File: config.mk
export PLATFORM = sky130hd
export DESIGN_NAME = uart_rx_frame_flat
export DESIGN_NICKNAME = d
export VERILOG_FILES = /design/src/rtl/uart_rx_pkg.sv /design/src/rtl/uart_rx_frame_if.sv /design/src/rtl/uart_rx_sync.sv /design/src/rtl/uart_rx_frame.sv /design/src/flat_wrapper.sv
export SDC_FILE = /design/constraint.sdc
export NUM_CORES = 1
export LEC_CHECK = 0
export ABC_AREA = 1
export CAP_MARGIN = 20
export CORE_UTILIZATION = 55
export CTS_CLUSTER_SIZE = 40
export DETAILED_ROUTE_END_ITERATION = 8
export MAX_ROUTING_LAYER = met4
export PLACE_DENSITY = 0.77
export SYNTH_ARGS = -nofsm -noshare
export SYNTH_HDL_FRONTEND = slang
export SYNTH_SLANG_ARGS = --single-unit
File: constraint.sdc
create_clock -name clk -period 2.8 [get_ports clk]
set_input_delay 0.84 -clock clk [delete_from_list [all_inputs] [get_ports clk]]
set_output_delay 0.84 -clock clk [all_outputs]
set_load 0.01 [all_outputs]
File: src/rtl/uart_rx_pkg.sv
// Shared UART receive types and defaults, also used by the downstream RX select/mux stage.
package uart_rx_pkg;

    localparam logic UART_IDLE_LEVEL = 1'b1;
    localparam int   UART_DATA_BITS  = 8;
    localparam int   UART_OVERSAMPLE = 16;

    typedef enum logic [2:0] {
        IDLE,
        START,
        DATA,
        PARITY,
        STOP
    } state_e;

endpackage

File: src/rtl/uart_rx_frame_if.sv
// Serial-in / byte-out bundle of the UART receive framer; UART_RX_PARITY_EN adds the parity pins.
interface uart_rx_frame_if
    import uart_rx_pkg::*;
#(
    parameter int DATA_BITS = UART_DATA_BITS,
    parameter int IDX_W     = $clog2(DATA_BITS)
);
    logic                 baud_tick_i;
    logic                 rx_i;
    logic [DATA_BITS-1:0] data_o;
    logic                 valid_o;
    logic                 frame_err_o;
    logic                 busy_o;
    logic [IDX_W-1:0]     bit_idx_o;
`ifdef UART_RX_PARITY_EN
    logic                 parity_odd_i;
    logic                 parity_err_o;

    modport master (
        input  baud_tick_i, rx_i, parity_odd_i,
        output data_o, valid_o, frame_err_o, busy_o, bit_idx_o, parity_err_o
    );
    modport slave (
        output baud_tick_i, rx_i, parity_odd_i,
        input  data_o, valid_o, frame_err_o, busy_o, bit_idx_o, parity_err_o
    );
`else
    modport master (
        input  baud_tick_i, rx_i,
        output data_o, valid_o, frame_err_o, busy_o, bit_idx_o
    );
    modport slave (
        output baud_tick_i, rx_i,
        input  data_o, valid_o, frame_err_o, busy_o, bit_idx_o
    );
`endif
endinterface

File: src/rtl/uart_rx_sync.sv
// Two-flop synchroniser for the asynchronous serial line; both flops reset to the idle level.
module uart_rx_sync
    import uart_rx_pkg::*;
(
    input  logic clk,
    input  logic rst_n,
    input  logic d_i,
    output logic q_o
);
    logic meta_q;
    logic sync_q;

    always_ff @(posedge clk or negedge rst_n) begin
        if (!rst_n) begin
            meta_q <= UART_IDLE_LEVEL;
            sync_q <= UART_IDLE_LEVEL;
        end else begin
            meta_q <= d_i;
            sync_q <= meta_q;
        end
    end

    assign q_o = sync_q;
endmodule

File: src/rtl/uart_rx_frame.sv
// Oversampled UART receive framer: start detect, mid-bit LSB-first sampling, stop check, one-cycle strobes.
// Optional parity bit and check when UART_RX_PARITY_EN is defined.
module uart_rx_frame
    import uart_rx_pkg::*;
#(
    parameter int DATA_BITS  = UART_DATA_BITS,
    parameter int OVERSAMPLE = UART_OVERSAMPLE,
    parameter int IDX_W      = $clog2(DATA_BITS)
) (
    input  logic            clk,
    input  logic            rst_n,
    uart_rx_frame_if.master bus
);
    localparam int               TW        = $clog2(OVERSAMPLE);
    localparam logic [TW-1:0]    HALF_TICK = TW'(OVERSAMPLE / 2 - 1);
    localparam logic [TW-1:0]    LAST_TICK = TW'(OVERSAMPLE - 1);
    localparam logic [IDX_W-1:0] LAST_BIT  = IDX_W'(DATA_BITS - 1);

    logic                 rx_s;
    logic                 rx_prev_q;
    state_e               state_q;
    logic [TW-1:0]        tick_q;
    logic [TW-1:0]        tick_d;
    logic [IDX_W-1:0]     bit_idx_q;
    logic [DATA_BITS-1:0] shreg_q;
    logic [DATA_BITS-1:0] data_q;
    logic                 valid_q;
    logic                 ferr_q;
`ifdef UART_RX_PARITY_EN
    logic                 par_q;
    logic                 perr_q;
`endif

    uart_rx_sync u_sync (
        .clk   (clk),
        .rst_n (rst_n),
        .d_i   (bus.rx_i),
        .q_o   (rx_s)
    );

    assign tick_d = tick_q + TW'(1);

    always_ff @(posedge clk or negedge rst_n) begin
        if (!rst_n) begin
            rx_prev_q <= UART_IDLE_LEVEL;
            state_q   <= IDLE;
            tick_q    <= '0;
            bit_idx_q <= '0;
            shreg_q   <= '0;
            data_q    <= '0;
            valid_q   <= 1'b0;
            ferr_q    <= 1'b0;
`ifdef UART_RX_PARITY_EN
            par_q     <= 1'b0;
            perr_q    <= 1'b0;
`endif
        end else begin
            rx_prev_q <= rx_s;
            valid_q   <= 1'b0;
            ferr_q    <= 1'b0;
`ifdef UART_RX_PARITY_EN
            perr_q    <= 1'b0;
`endif
            case (state_q)
                // Only a fresh high-to-low edge starts a frame, so a held-low break stays silent.
                IDLE: begin
                    if (rx_prev_q == UART_IDLE_LEVEL && rx_s != UART_IDLE_LEVEL) begin
                        state_q <= START;
                        tick_q  <= '0;
                    end
                end
                START: begin
                    if (bus.baud_tick_i) begin
                        if (tick_q == HALF_TICK) begin
                            tick_q    <= '0;
                            bit_idx_q <= '0;
                            state_q   <= rx_s ? IDLE : DATA;
                        end else begin
                            tick_q <= tick_d;
                        end
                    end
                end
                DATA: begin
                    if (bus.baud_tick_i) begin
                        if (tick_q == LAST_TICK) begin
                            tick_q  <= '0;
                            shreg_q <= {rx_s, shreg_q[DATA_BITS-1:1]};
                            if (bit_idx_q == LAST_BIT) begin
                                bit_idx_q <= '0;
`ifdef UART_RX_PARITY_EN
                                state_q   <= PARITY;
`else
                                state_q   <= STOP;
`endif
                            end else begin
                                bit_idx_q <= bit_idx_q + IDX_W'(1);
                            end
                        end else begin
                            tick_q <= tick_d;
                        end
                    end
                end
`ifdef UART_RX_PARITY_EN
                PARITY: begin
                    if (bus.baud_tick_i) begin
                        if (tick_q == LAST_TICK) begin
                            tick_q  <= '0;
                            par_q   <= rx_s;
                            state_q <= STOP;
                        end else begin
                            tick_q <= tick_d;
                        end
                    end
                end
`endif
                STOP: begin
                    if (bus.baud_tick_i) begin
                        if (tick_q == LAST_TICK) begin
                            tick_q  <= '0;
                            state_q <= IDLE;
                            if (rx_s) begin
                                data_q  <= shreg_q;
                                valid_q <= 1'b1;
`ifdef UART_RX_PARITY_EN
                                // XOR over data and parity bit is 1 for odd parity.
                                perr_q  <= (^shreg_q ^ par_q) ^ bus.parity_odd_i;
`endif
                            end else begin
                                ferr_q <= 1'b1;
                            end
                        end else begin
                            tick_q <= tick_d;
                        end
                    end
                end
                default: state_q <= IDLE;
            endcase
        end
    end

    assign bus.data_o      = data_q;
    assign bus.valid_o     = valid_q;
    assign bus.frame_err_o = ferr_q;
    assign bus.busy_o      = (state_q != IDLE);
    assign bus.bit_idx_o   = bit_idx_q;
`ifdef UART_RX_PARITY_EN
    assign bus.parity_err_o = perr_q;
`endif
endmodule

File: src/flat_wrapper.sv
// flat-port wrapper written by rule: the top's interface ports become plain ports
module uart_rx_frame_flat import uart_rx_pkg::*;
#(
    parameter int DATA_BITS  = UART_DATA_BITS,
    parameter int OVERSAMPLE = UART_OVERSAMPLE,
    parameter int IDX_W      = $clog2(DATA_BITS)
)
  (clk, rst_n, bus_baud_tick_i, bus_rx_i, bus_data_o, bus_valid_o, bus_frame_err_o, bus_busy_o, bus_bit_idx_o);
  uart_rx_frame_if #(.DATA_BITS(DATA_BITS), .IDX_W(IDX_W)) bus_i ();
  input  logic clk;
  input  logic rst_n;
  input wire logic [$bits(bus_i.baud_tick_i)-1:0] bus_baud_tick_i;
  input wire logic [$bits(bus_i.rx_i)-1:0] bus_rx_i;
  output wire logic [$bits(bus_i.data_o)-1:0] bus_data_o;
  output wire logic [$bits(bus_i.valid_o)-1:0] bus_valid_o;
  output wire logic [$bits(bus_i.frame_err_o)-1:0] bus_frame_err_o;
  output wire logic [$bits(bus_i.busy_o)-1:0] bus_busy_o;
  output wire logic [$bits(bus_i.bit_idx_o)-1:0] bus_bit_idx_o;
  assign bus_i.baud_tick_i = bus_baud_tick_i;
  assign bus_i.rx_i = bus_rx_i;
  assign bus_data_o = bus_i.data_o;
  assign bus_valid_o = bus_i.valid_o;
  assign bus_frame_err_o = bus_i.frame_err_o;
  assign bus_busy_o = bus_i.busy_o;
  assign bus_bit_idx_o = bus_i.bit_idx_o;
  uart_rx_frame #(.DATA_BITS(DATA_BITS), .OVERSAMPLE(OVERSAMPLE), .IDX_W(IDX_W)) u_core (.clk(clk), .rst_n(rst_n), .bus(bus_i));
endmodule
==> metrics.cfg <==
[run_status]
outcome = finished, final reports clean

[synthesis]
synthDominantAreaCellType = dfrtp_1
netlist_area_sq_um = 1534
synth_edf_count = 0
ys.flop_type = dfrtp_1
ys_seq_area_frac = 0.5082
syn-instance-count = 167
async_reset_ff_frac = 1.000
synth_warnings = 0
yosysTopAreaCellShare = 0.4568
yosys-top-cells-area = dfrtp_1 46%, nand2_1 13%, o21ai_2 8.6%
ys_seq_elements = 31
synth_most_common_cell = nand2_1
synth_area_per_cell_sq_um = 9.185
yosysUniqueCellTypes = 20
syn_nets = 174
synth_commonest_cells = 52 x nand2_1, 28 x dfrtp_1, 20 x inv_1

[drt]
avgViaCountPerCell = 5.018
finalWirelength_um = 2572
dr_total_vias = 1109
wl_per_cell_um = 11.64
ant_nets = 0
drc = 0
drt_iter0_markers = 19
dr.pass1.iters = 4

[clock_tree]
clkTransAtPathRegs_ns = 0.08
cts_tree = built
clkLatencyLatePin_ns = 0.32
cts.repair.resized = 0
h-tree-depth = 2
post_cts_buffers = 0
cts_inserted_buffers = 5
numClockSinks = 31
clock_path_buffers = 2
cts_hold_buf = 0
clock-root-buffer = clkbuf_4

[global_routing]
use_met2 = 0.3293
grtUsageMet1 = 0.2469
grt_pass1_vias = 1038
antenna_found_initial = 0
grt_usage = 0.2152
top_usage_layer = met2
grt_use_met3 = 0.08611
grt_max_degree = 32
grt_pass1_wl_um = 4250
gr-total-overflow = 0

[sta]
fmax_ghz = 0.3963
worst_hold_slack_ns = 0.3609
finalClockSkew_ns = 0.01653
fin_setup_tns_ns = 0
relSlewSlack = 0.7498
worst_slack_ns = 0.2769
rsz0062_at_grt = no
setup_viol = 0
hold_viol = 0
worst_pin_slew_ns = 0.3754
finalCritPeriodShare = 0.9011
slew_violations = 0
period_needed_ns = 2.523

[hold_path]
worstHoldPathType = flop to flop

[floorplan]
num_rows = 18
initial_core_util = 0.6028
io_pins = 18
die_w_um = 54.81
die-area_sq_um = 3004
core-area_sq_um = 2545
die_h_um = 54.81

[placed_design]
numPortBuffers = 17
dp_hpwl_um = 1951
dpl_worst_slack_ns = 0.5770
place_congestion = 0.8404

[worst_setup_path]
critPathArrivalTime_ns = 1.68
required_ns = 1.96
crit_path_start_kind = flop
path_class = flop to output pin
path_max_fanout = 4
end_kind = output pin

[power_and_ir_drop]
irDropWorstVdd_uv = 787.3
power.density_nw_per_um2 = 816.4
leakage_nw = 0.9117

[final_layout]
syn2layout_area_growth_pct = 16.48
nets = 197
utilization = 0.7021
num-fill-cells = 212
drive_above_1_share = 0.2304
antennaDiodeCount = 0

[job]
drv_cap = 0

## cell type report
class,instances,area (sq um),area share
Multi-Input combinational cell,113,653.1,0.3655
Clock buffer,7,55.05,0.03081
Inverter,21,78.83,0.04412
Tap cell,30,37.54,0.02101
Clock inverter,1,5.005,0.002801
Sequential cell,31,779.5,0.4363
Timing Repair Buffer,18,177.7,0.09944
## worst max-delay path, cell delays in order (launching register included)
cell and delay [ns]:
dfrtp_1 0.46, nor2_1 0.18, inv_1 0.08, nor2_1 0.14, inv_1 0.06, clkdlybuf4s50_1 0.47
## state kept, by name (all words and copies together) (netlist names)
| signal | flops |
|---|---|
| u_core.bus.data_o | 8 |
| u_core.shreg_q | 8 |
| u_core.tick_q | 4 |
| u_core.bus.bit_idx_o | 3 |
| u_core.state_q | 3 |
| u_core.bus.frame_err_o | 1 |
| u_core.bus.valid_o | 1 |
| u_core.rx_prev_q | 1 |
| u_core.u_sync.meta_q | 1 |
| u_core.u_sync.q_o | 1 |
## logic make-up after synthesis
| group | after synthesis | synth area share |
|---|---|---|
| xor gates and xnor gates | 1 | 0.005711 |
| DFF | 31 | 0.5082 |
| AOI/OAI and AO/OA | 20 | 0.1052 |
| buffers and inverters | 23 | 0.06606 |
| adders and majority gates | 3 | 0.02447 |
| and+or+nand+nor | 89 | 0.2904 |
## layer usage
layer  part of all wire  wire length (um)
met5                  0                 0
met4              0.012                32
met3              0.038                99
met2               0.49              1260
met1               0.46              1179
## final timing paths
kind | slack [ns] | depth (start not counted) | from | endpoint
setup / recovery | 0.28 | 5 | u_core.state_q[2] | bus_busy_o
hold / removal | 0.36 | 0 | u_core.u_sync.meta_q | u_core.u_sync.q_o
max in group asynchronous | 1.57 | 2 | rst_n | u_core.u_sync.q_o
min in group asynchronous | 0.89 | 2 | rst_n | u_core.bus.data_o[2]
hold reg to reg | 0.36 | 0 | u_core.u_sync.meta_q | u_core.u_sync.q_o
setup reg to reg | 1.29 | 8 | u_core.tick_q[0] | u_core.state_q[1]
## cells in the final DEF, fill, tap and decap left out
cell	synthesis	final
nand2_1	52	52
dfrtp_1	28	28
inv_1	20	20
clkdlybuf4s50_1	0	17
o21ai_2	15	15
nand3_1	12	12
nor2_1	7	7
nor2_2	6	6
nand2_2	5	5
clkbuf_4	0	5
a21oi_1	3	3
ha_1	3	3
dfstp_2	3	3
nand3_4	2	2
nand2_4	2	2
o21a_1	2	2
nor4_1	1	1
nor2_8	1	1
inv_2	1	1
nor2_4	1	1
xor2_1	1	1
clkbuf_8	0	1
clkinv_2	0	1
clkbuf_1	0	1
buf_4	0	1
## stage by stage
step	instances	power, W	area (sq um)
after global placement	213	0.001166	1727
after detailed placement	213	0.001202	1727
after CTS	221	0.001468	1787
final	221	0.001459	1787
after floorplan	167	0.001023	1534
after global routing	221	0.001571	1787
## power by group
part | leakage, nW | switching, W | internal [W] | total, W
logic | 0.458 | 0.000399 | 0.000224 | 0.000623
clock network | 0.0353 | 0.000140 | 0.000122 | 0.000261
registers | 0.418 | 0.0000705 | 0.000504 | 0.000575
total | 0.912 | 0.000609 | 0.000850 | 0.00146
(Power assumes the default switching activity.)
